==> src/rtl/pc_fetch_unit.sv <==
// Program counter register and instruction fetch sequencer.
// Selects the next PC, drives the imem req/ack handshake and holds the fetched instruction.
module pc_fetch_unit #(
  parameter logic [31:0] RESET_VEC = 32'h0000_0000
) (
  input  logic        CLK,
  input  logic        RST,
  input  logic        PC_WRITE,
  input  logic [2:0]  PC_SOURCE,
  input  logic [31:0] JAL,
  input  logic [31:0] BRANCH,
  input  logic [31:0] JALR,
  input  logic [31:0] MTVEC,
  input  logic [31:0] MEPC,
  input  logic        IMEM_ACK,
  input  logic [31:0] IMEM_DATA,
  output logic [31:0] PC,
  output logic [31:0] PC_PLUS4,
  output logic        IMEM_REQ,
  output logic [31:0] IMEM_ADDR,
  output logic [31:0] IR,
  output logic        IR_VALID,
  output logic        PC_MISALIGN
);

  typedef enum logic [1:0] {
    START = 2'd0,
    FETCH = 2'd1,
    HOLD  = 2'd2
  } state_e;

  state_e      state_q, state_d;
  logic [31:0] pc_q, pc_d;
  logic [31:0] ir_q, ir_d;
  logic        misalign_q, misalign_d;
  logic [31:0] pc_plus4;
  logic [31:0] next_pc;

  assign pc_plus4 = pc_q + 32'd4;

  // Reserved selects 6/7 fall through to sequential flow.
  always_comb begin
    next_pc = pc_plus4;
    case (PC_SOURCE)
      3'd1:    next_pc = JALR;
      3'd2:    next_pc = BRANCH;
      3'd3:    next_pc = JAL;
      3'd4:    next_pc = MTVEC;
      3'd5:    next_pc = MEPC;
      default: next_pc = pc_plus4;
    endcase
  end

  always_comb begin
    state_d    = state_q;
    pc_d       = pc_q;
    ir_d       = ir_q;
    misalign_d = 1'b0;
    case (state_q)
      START: state_d = FETCH;
      FETCH: begin
        if (IMEM_ACK) begin
          ir_d    = IMEM_DATA;
          state_d = HOLD;
        end
      end
      HOLD: begin
        if (PC_WRITE) begin
          if (next_pc[1:0] == 2'b00) begin
            pc_d    = next_pc;
            state_d = FETCH;
          end else begin
            misalign_d = 1'b1;
          end
        end
      end
      default: state_d = START;
    endcase
  end

  always_ff @(posedge CLK) begin
    if (RST) begin
      state_q    <= START;
      pc_q       <= RESET_VEC;
      ir_q       <= 32'h0;
      misalign_q <= 1'b0;
    end else begin
      state_q    <= state_d;
      pc_q       <= pc_d;
      ir_q       <= ir_d;
      misalign_q <= misalign_d;
    end
  end

  assign PC          = pc_q;
  assign PC_PLUS4    = pc_plus4;
  assign IMEM_ADDR   = pc_q;
  assign IMEM_REQ    = (state_q == FETCH);
  assign IR          = ir_q;
  assign IR_VALID    = (state_q == HOLD);
  assign PC_MISALIGN = misalign_q;

endmodule

==> config.mk <==
export PLATFORM = sky130hd
export DESIGN_NAME = pc_fetch_unit
export DESIGN_NICKNAME = d
export VERILOG_FILES = /design/src/rtl/pc_fetch_unit.sv
export SDC_FILE = /design/constraint.sdc
export NUM_CORES = 1
export LEC_CHECK = 0
export ABC_AREA = 1
export CORE_ASPECT_RATIO = 1.25
export CORE_MARGIN = 10
export CORE_UTILIZATION = 39
export DETAILED_ROUTE_END_ITERATION = 12
export GPL_ROUTABILITY_DRIVEN = 0
export PLACE_DENSITY_LB_ADDON = 0.12
export SLEW_MARGIN = 20
export SYNTH_ARGS = -nofsm -noshare
export SYNTH_HDL_FRONTEND = slang
export SYNTH_SLANG_ARGS = --single-unit
==> constraint.sdc <==
create_clock -name CLK -period 3.45 [get_ports CLK]
set_clock_uncertainty 0.15 [all_clocks]
set_input_delay 0.345 -clock CLK [delete_from_list [all_inputs] [get_ports CLK]]
set_output_delay 0.345 -clock CLK [all_outputs]
set_load 0.02 [all_outputs]
==> metrics.md, run 1 <==
| Metric | Value |
|---|---|
| Critical Path RT | `between 2 and 3 ns` |
| Clk slew on worst S/H paths | `~0.060 ns` |
| ANT nets after route | `0` |
| DR vias | `roughly 6.4k` |
| Slowest CP cell | `clkdlybuf4s50_1` |
| Drt drc | `0` |
| Setup repair bufs after CTS | `0` |
| Total Wirelength | `roughly 25,000 um` |
| CP dominant cell by count | `inv_1` |
| PD cells | `about 300 nW/um2` |
| # setup viols final | `0` |
| Relative slew slack | `between 20% and 30%` |
| Setup TNS Final | `0 ns` |
| CP Max Fanout | `8` |
| Seq/Total Area, Yosys | `27.5%` |
| Peak Freq | `a little over 300 MHz` |
| Top_reg_cell synth | `dfxtp_1` |
| DP Area | `8020 um2` |
| Buffers on Ports | `329` |
| Static Leak | `3.34 nW` |
| Tmin final | `3.24 ns` |
| Crit path capture type | `output pin` |
| Period utilisation layout | `a little over nine tenths` |
| Maxcap violations | `0` |
| RSZ-0062 raised after global routing | `false` |
| HPWL Detailed | `20,100 um` |
| Yosys reg bits | `67` |
| Most frequent cells in the layout | `clkdlybuf4s50_1, nand2_1, nor2_1, nand3_1, dfxtp_1` |
| Floorplan row count | `45` |
| CTS max path bufs | `2` |
| Detailed Route Iter0 Violations | `between 300 and 400` |
| Worst Path Class, Setup | `reg -> out` |
| H-Tree Depth | `3` |
| ANT cells | `0` |
| Die height | `145 um` |
| Post-synthesis async set-or-reset flop share | `0%` |
| Initial DRT Pass Iterations | `5` |
| Critical-path cell list | `ha_1, nand3_1, inv_1, nand2_1, inv_1, nand2_1, xor2_1, inv_1, clkdlybuf4s50_1` |
| Num Clock Sinks | `67` |
| Avg Vias per Cell | `just under 5` |
| Post-synthesis cell area | `~4900 um2` |
| Type of the worst min-delay path | `reg -> reg` |
| Worst-margin pin slew | `~1.1 ns` |
| Initial core utilization | `roughly 40%` |
| Cts hold-fix bufs | `0` |
| Core Area | `12,200 um2` |
| Status | `finished clean` |
| Global-route wire length before repair | `37,500 um` |
| Gr usage total | `approximately 27%` |
| Ys Warns | `0` |
| Post-route cell area | `roughly 8400 um2` |
| Crit path largest cell delay | `around 0.55 ns` |
| Largest net degree at the start of global routing | `between 40 and 50` |
| Post-synthesis cell count | `between 800 and 900` |
| Yosys cell types | `31` |
| Worst-skew pair later-pin latency | `around 0.33 ns` |
| Antenna violations before repair | `0` |
| Die area | `17,400 um2` |
| # resized after CTS | `0` |
| Synth Net Count | `~1.0k` |
| Final Hold Slack | `about 0.31 ns` |
| CTS tree | `built` |
| Avg Inst Size Synth | `5.77 um2` |
| EDFF count, synth | `0` |
| Die Wd | `120 um` |
| Nets@finish | `around 1.3k` |
| CTS root buffer | `clkbuf_16` |
| Area delta synth->final | `71.4%` |
| Vias in the first global route | `6,487` |
| Final Hold Violating Endpoints | `0` |
| Share of layout cells above drive strength 1 | `3.82%` |
| Avg WL per Cell | `around 19 um` |
| CP Data Arrival Time | `2.74 ns` |
| Commonest non-fill, non-tap cell in the layout | `clkdlybuf4s50_1` |
| Fin. max-slew vios | `0` |
| Total gr overflow | `0` |
| Num CTS Buffers | `9` |
| CP startpoint kind | `flop` |
| Worst vdd ir | `slightly below 0.3 mV` |
| Top-Level Pins | `330` |
-- logic make-up (layout without fill, tap and decap cells) --
kind of cell / count (synthesis) / count (layout) / synth area share [%]
AO/OA/AOI/OAI: 78 / 78 / 8.61
AND/OR/NAND/NOR: 544 / 544 / 46.0
flip-flops: 67 / 67 / 27.5
adder cells (fa/ha/maj): 1 / 1 / 0.256
buffers and inverters: 136 / 416 / 13.9
XOR/XNOR: 21 / 21 / 3.77
-- critical path, delay by kind of cell, from the launching register on --
| family | cells | cell delay [ns] |
|---|---|---|
| AND/OR/NAND/NOR | 3 | 0.43 |
| buffers and inverters | 4 | 0.83 |
| flip-flops | 1 | 0.50 |
| adder cells (fa/ha/maj) | 1 | 0.36 |
| XOR/XNOR | 1 | 0.29 |
-- per-stage QoR --
stage                     worst slack [ns]  util, %  std cells  power (W)
after floorplan                       1.25        -        847    0.00111
after global placement               0.658     65.6       1275    0.00149
after detailed placement             0.664     65.6       1275    0.00149
after CTS                            0.230     68.5       1291    0.00257
after global routing                0.0985     68.5       1291    0.00265
final                                0.214     68.5       1291    0.00256
-- registers in the layout, summed over array words and instances, names as in the netlist --
name / count
IR: 32
PC_MISALIGN: 1
IMEM_ADDR: 32
state_q: 2
-- cell type report --
cell class,instances,area [um2]
fillers,1111,3850
repair buffers,340,3380
multi-input cells,644,2870
flip-flops and latches,67,1340
clock buffers,9,225
inverters,60,225
well taps,164,205
clock inverters,7,125
-- layer usage --
metal	part of all wire, %	up-vias	track usage [%]
li1	-	3188	-
met1	36	2884	27.7
met2	50	288	48.1
met3	10	46	10.3
met4	3.7	0	11.1
met5	0	-	0
-- path summary, 6_finish.rpt --
check                                     end         start  cells after the start  slack [ns]
worst max-delay path             PC_PLUS4[26]  IMEM_ADDR[2]                      9        0.21
worst min register to register          IR[3]         IR[3]                      2        0.31
worst min-delay path                    IR[3]         IR[3]                      2        0.31
worst max register to register  IMEM_ADDR[26]  IMEM_ADDR[2]                     10        1.07
-- power breakdown --
| part | total [W] | switching (W) | leakage [nW] | internal (W) |
|---|---|---|---|---|
| Combinational | 0.000645 | 0.000298 | 2.62 | 0.000347 |
| Sequential | 0.000832 | 0.0000284 | 0.544 | 0.000803 |
| Clock | 0.00108 | 0.000370 | 0.170 | 0.000712 |
| Total | 0.00256 | 0.000697 | 3.34 | 0.00186 |
-- Yosys cell counts (2+ instances only) --
| master | number | area (um2) |
|---|---|---|
| nand2_1 | 313 | 1170 |
| nor2_1 | 112 | 420 |
| nand3_1 | 75 | 375 |
| dfxtp_1 | 67 | 1340 |
| a21oi_1 | 60 | 300 |
| inv_1 | 58 | 218 |
| buf_4 | 35 | 263 |
| clkbuf_1 | 29 | 109 |
| xor2_1 | 20 | 175 |
| nand4_1 | 19 | 119 |
| and2_1 | 11 | 68.8 |
| buf_2 | 7 | 35.0 |
| o21ai_0 | 5 | 25.0 |
| a22oi_1 | 4 | 30.0 |
| buf_6 | 4 | 45.0 |
| nand2_2 | 4 | 25.0 |
| nor2_2 | 3 | 18.8 |
| nor3_1 | 3 | 15.0 |
| o21ai_1 | 3 | 15.0 |
| a21oi_2 | 2 | 17.5 |
| a22o_1 | 2 | 17.5 |
| o21bai_1 | 2 | 15.0 |
Note: power is estimated with default switching activity, not from simulation.
==> run 2: changes to the inputs <==
Settings changed: ABC_AREA 1 to default, CORE_UTILIZATION 39 to 26.
==> metrics.md, run 2 <==
| Metric | Value |
|---|---|
| Main combinational cell family by area after synthesis | `compound AO/OA/AOI/OAI gates` |
| Final Hold Violating Endpoints | `0 (unchanged)` |
| Peak Freq | `304 MHz (-1.6%)` |
| WP buf/inv | `2 (-2)` |
| CP Max Fanout | `8 (unchanged)` |
| Top_reg_cell synth | `dfxtp_1` |
| # resized after CTS | `0 (unchanged)` |
| Die Wd | `146 um (+22%)` |
| Status | `finished clean` |
| Synth Area in Simple Gates | `19.8% (-26 points)` |
| Synth Net Count | `849 (-19%)` |
| Crit path largest cell delay | `0.62 ns (+0.07 ns)` |
| Worst-skew pair later-pin latency | `0.33 ns (about the same)` |
| Gr usage total | `20.2% (-6.9 points)` |
| Total Wirelength | `27,900 um (+14%)` |
| Period utilisation layout | `95.3% (+1.5 points)` |
| CP Data Arrival Time | `2.79 ns (+0.05 ns)` |
| Crit path capture type | `output pin` |
| Clk slew on worst S/H paths | `0.06 ns (about the same)` |
| Critical-path cell list | `ha_1, inv_1, nor4_4, and4_1, xor2_1, clkdlybuf4s50_1` |
| Num CTS Buffers | `9 (unchanged)` |
| Seq/Total Area, Yosys | `25.9% (-1.5 points)` |
| # setup viols final | `0 (unchanged)` |
| Post-synthesis cell count | `649 (-23%)` |
| Nets@finish | `1,133 (-14%)` |
| Top Family by Delay on Critical Path | `simple AND/OR/NAND/NOR gates` |
| Met3 wire len | `2780 um (+14%)` |
| Post-synthesis cell area | `5180 um2 (+6.0%)` |
| Setup repair bufs after CTS | `0 (unchanged)` |
| Initial DRT Pass Iterations | `5 (unchanged)` |
| Pwr Total | `0.00254 W (-0.70%)` |
| Filler instances | `1,995 (+80%)` |
| Buffers on Ports | `329 (unchanged)` |
| Top post-synthesis cells by count | `nand2_1, a21oi_1, dfxtp_1` |
| Post-synthesis xor/xnor area fraction | `4.57% (+0.80 points)` |
| CTS max path bufs | `2 (unchanged)` |
| Post-Synth Adder-Cell Area | `0.242% (-0.014 points)` |
| HPWL Detailed | `22,400 um (+11%)` |
| Met2 WL | `13,300 um (+7.1%)` |
| Avg Inst Size Synth | `7.98 um2 (+38%)` |
| ANT nets after route | `0 (unchanged)` |
| Maxcap violations | `0 (unchanged)` |
| Critical Path RT | `2.95 ns (about the same)` |
| Final core utilization | `45.4% (-23 points)` |
| Tmin final | `3.29 ns (+0.0535 ns)` |
| H-Tree Depth | `3 (unchanged)` |
| Area delta synth->final | `71.5% (about the same)` |
| Yosys cell types | `67 (+120%)` |
| CP startpoint kind | `flop` |
| Slowest CP cell | `clkdlybuf4s50_1` |
| Most frequent cell after synthesis | `nand2_1` |
| Avg Vias per Cell | `5.07 (+2.2%)` |
| Initial core utilization | `26.5% (-13 points)` |
| Fraction of the mapped netlist area in compound gates | `28.9% (+20 points)` |
| Num Clock Sinks | `67 (unchanged)` |
| Static Leak | `3.18 nW (-4.7%)` |
| Type of the worst min-delay path | `reg -> reg` |
| Vias in the first global route | `6,179 (-4.7%)` |
| Floorplan row count | `57 (+27%)` |
| Largest net degree at the start of global routing | `61 (+39%)` |
| Global-route wire length before repair | `41,000 um (+9.5%)` |
| Setup TNS Final | `0 ns (unchanged)` |
| Antenna violations before repair | `1 (+1)` |
| Ys Warns | `0 (unchanged)` |
| Most frequent cells in the layout | `clkdlybuf4s50_1, nand2_1, dfxtp_1, a21oi_1, buf_4` |
| Post-synthesis async set-or-reset flop share | `0% (unchanged)` |
| Total gr overflow | `0 (unchanged)` |
| Fin. max-slew vios | `0 (unchanged)` |
| Synth area leaders | `dfxtp_1, a21oi_1, nand2_1` |
| Top cell type by total area after synthesis | `dfxtp_1` |
| PD cells | `286 nW/um2 (-6.3%)` |
| Yosys reg bits | `67 (unchanged)` |
| Mux share of post-synthesis cell area | `8.90% (+8.9 points)` |
| Die area | `26,000 um2 (+49%)` |
| RSZ-0062 raised after global routing | `false` |
| Area share of the largest cell type after synthesis | `25.9% (-1.5 points)` |
| CTS tree | `built` |
| Top-Level Pins | `330 (unchanged)` |
| Levels on crit path | `6 (-3)` |
| Detailed Route Iter0 Violations | `307 (-19%)` |
| DR vias | `6,107 (-4.7%)` |
| Worst vdd ir | `0.218 mV (-25%)` |
| Share of layout cells above drive strength 1 | `11.7% (+7.9 points)` |
| Commonest non-fill, non-tap cell in the layout | `clkdlybuf4s50_1` |
| CTS root buffer | `clkbuf_16` |
| Worst-margin pin slew | `0.948 ns (-0.144 ns)` |
| Die height | `178 um (+22%)` |
| Drt drc | `0 (unchanged)` |
| Worst hold stages | `2 (unchanged)` |
| Cts hold-fix bufs | `0 (unchanged)` |
| R2r worst-path depth | `6 (-4)` |
| M1 wire length | `11,800 um (+33%)` |
| EDFF count, synth | `0 (unchanged)` |
| Top sig layer | `met4` |
| Worst Path Class, Setup | `reg -> out` |
| Relative slew slack | `36.7% (+9.7 points)` |
| Core Area | `19,500 um2 (+60%)` |
| Avg WL per Cell | `23.2 um (+22%)` |
[run 2: cell types whose count changed in the layout (fill, tap and decap cells not counted), moves of 28 or more]
cell	change
nand3_1	-52
mux2i_1	+28
nand2_1	-232
nor2_1	-87
inv_1	-48
buf_4	+28
[run 2: cell type report]
| cell class | count | area (um2) | area share (%) |
|---|---|---|---|
| inverter | 11 | 41.3 | 0.465 |
| sequential | 67 | 1340 | 15.1 |
| timing repair buffer | 369 | 3590 | 40.5 |
| antenna | 1 | 2.50 | 0.0282 |
| tap | 265 | 332 | 3.74 |
| clock inverter | 6 | 87.6 | 0.987 |
| multi-input combinational | 475 | 3240 | 36.5 |
| clock buffer | 10 | 239 | 2.69 |
[run 2: worst paths after layout]
kind	start	to	slack [ns]
worst max-delay path	IMEM_ADDR[2]	PC_PLUS4[30]	0.16
worst min-delay path	IR[9]	IR[9]	0.30
worst max register to register	IMEM_ADDR[5]	IMEM_ADDR[19]	1.09
worst min register to register	IR[9]	IR[9]	0.30
[run 2: worst register-to-register path: stages, from the launching register on]
cell and delay [ns]:
dfxtp_1 0.52, and4_1 0.43, nand4_1 0.29, buf_4 0.25, o311a_1 0.33, nor3_1 0.15, a211oi_1 0.10
[run 2: logic make-up (layout without fill, tap and decap cells)]
kind of cell | after synthesis | count (layout)
AOI/OAI and AO/OA | 205 | 205
and+or+nand+nor | 198 | 198
adders and majority gates | 1 | 1
xor gates and xnor gates | 27 | 27
DFF | 67 | 67
buffers and inverters | 107 | 396
muxes | 44 | 44
other | 0 | 1
[run 2: metal layers]
layer	GRT usage (%)	vias up
met2	34.0	295
met4	2.51	0
met3	7.34	4
li1	-	2943
met5	0	-
met1	24.9	2865
[run 2: stage by stage]
stage | hold WS, ns | area, um2 | setup slack [ns] | std cells
after floorplan | 0.304 | 5180 | 0.896 | 649
after global placement | 0.291 | 8550 | 0.413 | 1187
after detailed placement | 0.296 | 8550 | 0.376 | 1187
after CTS | 0.303 | 8870 | 0.0781 | 1203
after global routing | 0.324 | 8870 | 0.00320 | 1203
final | 0.302 | 8870 | 0.161 | 1204
[run 2: report_power, final]
| group | leakage, nW | internal, W | switching, W |
|---|---|---|---|
| sequential | 0.543 | 0.000800 | 0.0000199 |
| clock | 0.163 | 0.000654 | 0.000360 |
| combinational | 2.47 | 0.000381 | 0.000326 |
| total | 3.18 | 0.00183 | 0.000706 |
==> run 3: changes to the inputs <==
Clock period 3.45 ns to 4.1 ns, I/O delays scaled along.
==> metrics.md, run 3 (same netlist as run 2, synthesis figures left out) <==
| Metric | Value |
|---|---|
| H-Tree Depth | `3 (unchanged)` |
| DR vias | `6,128 (+0.34%)` |
| Gr usage total | `20.2% (about the same)` |
| Static Leak | `3.06 nW (-3.8%)` |
| Top-Level Pins | `330 (unchanged)` |
| Psw | `0.000606 W (-14%)` |
| Hold Path End | `IR[5]` |
| Num CTS Buffers | `9 (unchanged)` |
| Commonest non-fill, non-tap cell in the layout | `clkdlybuf4s50_1` |
| # setup viols final | `0 (unchanged)` |
| Worst Path Class, Setup | `reg -> out` |
| Peak Freq | `roughly 280 MHz` |
| Crit path capture type | `output pin` |
| Worst-margin pin slew | `0.859 ns (-0.0886 ns)` |
| Cts hold-fix bufs | `0 (unchanged)` |
| Antenna violations before repair | `1 (unchanged)` |
| Most frequent cells in the layout | `clkdlybuf4s50_1, nand2_1, dfxtp_1, a21oi_1, mux2i_1` |
| Die height | `178 um (unchanged)` |
| CTS root buffer | `clkbuf_16` |
| Worst hold stages | `2 (unchanged)` |
| Setup TNS Final | `0 ns (unchanged)` |
| Die Wd | `146 um (unchanged)` |
| Type of the worst min-delay path | `reg -> reg` |
| # resized after CTS | `0 (unchanged)` |
| CTS max path bufs | `2 (unchanged)` |
| Initial core utilization | `26.5% (unchanged)` |
| CP Data Arrival Time | `3.06 ns (+0.27 ns)` |
| Flop-to-flop setup slack | `1.43 ns (+0.34 ns)` |
| Worst r2r dst | `IMEM_ADDR[31]` |
| Setup repair bufs after CTS | `0 (unchanged)` |
| Final Hold Slack | `0.302 ns (+0.0000410 ns)` |
| ANT nets after route | `0 (unchanged)` |
| Final Hold Violating Endpoints | `0 (unchanged)` |
| Total gr overflow | `0 (unchanged)` |
| R2r worst-path depth | `5 (-1)` |
| Avg Vias per Cell | `5.18 (+2.0%)` |
| FF-to-FF Start | `IMEM_ADDR[17]` |
| Avg WL per Cell | `23.5 um (+1.4%)` |
| CP Max Fanout | `11 (+3)` |
| HPWL Detailed | `22,000 um (-1.6%)` |
| Core Area | `19,500 um2 (unchanged)` |
| Critical Path RT | `3.54 ns (+0.59 ns)` |
| Period utilisation layout | `about nine tenths` |
| Tmin final | `roughly 3.6 ns` |
| Fin. max-slew vios | `0 (unchanged)` |
| Int Pwr | `0.00152 W (-17%)` |
| Clk pwr share | `40.0% (about the same)` |
| Maxcap violations | `0 (unchanged)` |
| Area delta synth->final | `68.3%` |
| Share of layout cells above drive strength 1 | `9.91% (-1.8 points)` |
| Vias in the first global route | `6,148 (-0.50%)` |
| Die area | `26,000 um2 (unchanged)` |
| Total Wirelength | `27,800 um (-0.31%)` |
| Nets@finish | `1,113 (-1.8%)` |
| DP Worst Slack | `0.855 ns (+0.479 ns)` |
| Worst vdd ir | `0.225 mV (+3.5%)` |
| Clk slew on worst S/H paths | `0.06 ns (about the same)` |
| Register share of total power | `32.5% (+0.2 points)` |
| Global-route wire length before repair | `41,000 um (-0.15%)` |
| CP startpoint kind | `flop` |
| Hold path start | `IR[5]` |
| Switching share of power | `28.5% (+0.72 points)` |
| Status | `finished clean` |
| Largest net degree at the start of global routing | `61 (unchanged)` |
| CTS tree | `built` |
| Num Clock Sinks | `67 (unchanged)` |
| PnR worst setup slack | `0.476 ns (+0.315 ns)` |
| Drt drc | `0 (unchanged)` |
| Detailed Route Iter0 Violations | `240 (-22%)` |
| RSZ-0062 raised after global routing | `false` |
| Floorplan row count | `57 (unchanged)` |
| Initial DRT Pass Iterations | `5 (unchanged)` |
| Pwr Total | `0.00213 W (-16%)` |
| Buffers on Ports | `329 (unchanged)` |
| Worst-skew pair later-pin latency | `0.33 ns (about the same)` |
| Logic pwr share | `27.4% (-0.4 points)` |
| Relative slew slack | `42.6% (+5.9 points)` |
| PD cells | `244 nW/um2 (-15%)` |
-- run 3: cell count changes in the layout (fill, tap and decap cells not counted) --
cell,change
clkbuf_8,-1
nor2b_2,+1
buf_12,-1
clkinvlp_4,+3
buf_4,-19
clkinv_2,-2
nor2b_1,-1
-- run 3: power by group through the flow --
stage	sequential (W)	combinational (W)	clock, W
after floorplan	0.000726	0.000240	0
after global placement	0.000705	0.000582	0
after detailed placement	0.000706	0.000581	0
after CTS	0.000692	0.000585	0.000870
after global routing	0.000695	0.000622	0.000896
final	0.000691	0.000583	0.000851
-- run 3: routing by layer --
layer | vias to the layer above | GRT usage [%] | routed length, um
met5 | - | 0 | 0
met4 | 0 | 4.14 | 229
met3 | 15 | 6.90 | 2540
met2 | 298 | 33.2 | 13000
met1 | 2902 | 25.1 | 12000
li1 | 2913 | - | -
-- run 3: how the worst max path moves through the flow --
stage                             start            to  slack (ns)  depth (start not counted)
after global routing      IMEM_ADDR[18]  PC_PLUS4[31]        0.31                          5
after CTS                 IMEM_ADDR[17]  PC_PLUS4[31]        0.50                          5
after detailed placement  IMEM_ADDR[18]  PC_PLUS4[31]        0.85                          5
after global placement    IMEM_ADDR[18]  PC_PLUS4[31]        0.86                          5
after floorplan            IMEM_ADDR[2]  PC_PLUS4[30]        1.48                          6
final                     IMEM_ADDR[17]  PC_PLUS4[31]        0.48                          5
-- run 3: critical path: stages, from the launching register on --
cell,delay [ns]
dfxtp_1,0.59
nand4_1,0.28
nor2_1,0.66
nand4_1,0.33
xnor2_1,0.22
clkdlybuf4s50_1,0.64
-- run 3: metrics by stage --
stage,instances,utilization (%),instance area [um2]
after floorplan,649,-,5180
after global placement,1167,42.9,8380
after detailed placement,1167,42.9,8380
after CTS,1183,44.6,8710
after global routing,1184,44.6,8710
final,1184,44.6,8710
-- run 3: final cells by class --
class                      instances  area [um2]
antenna                            1        2.50
timing repair buffer             349        3430
sequential                        67        1340
clock inverter                     7         100
fill                            1985       10800
clock buffer                       9         225
multi-input combinational        475        3240
tap                              265         332
inverter                          11        41.3
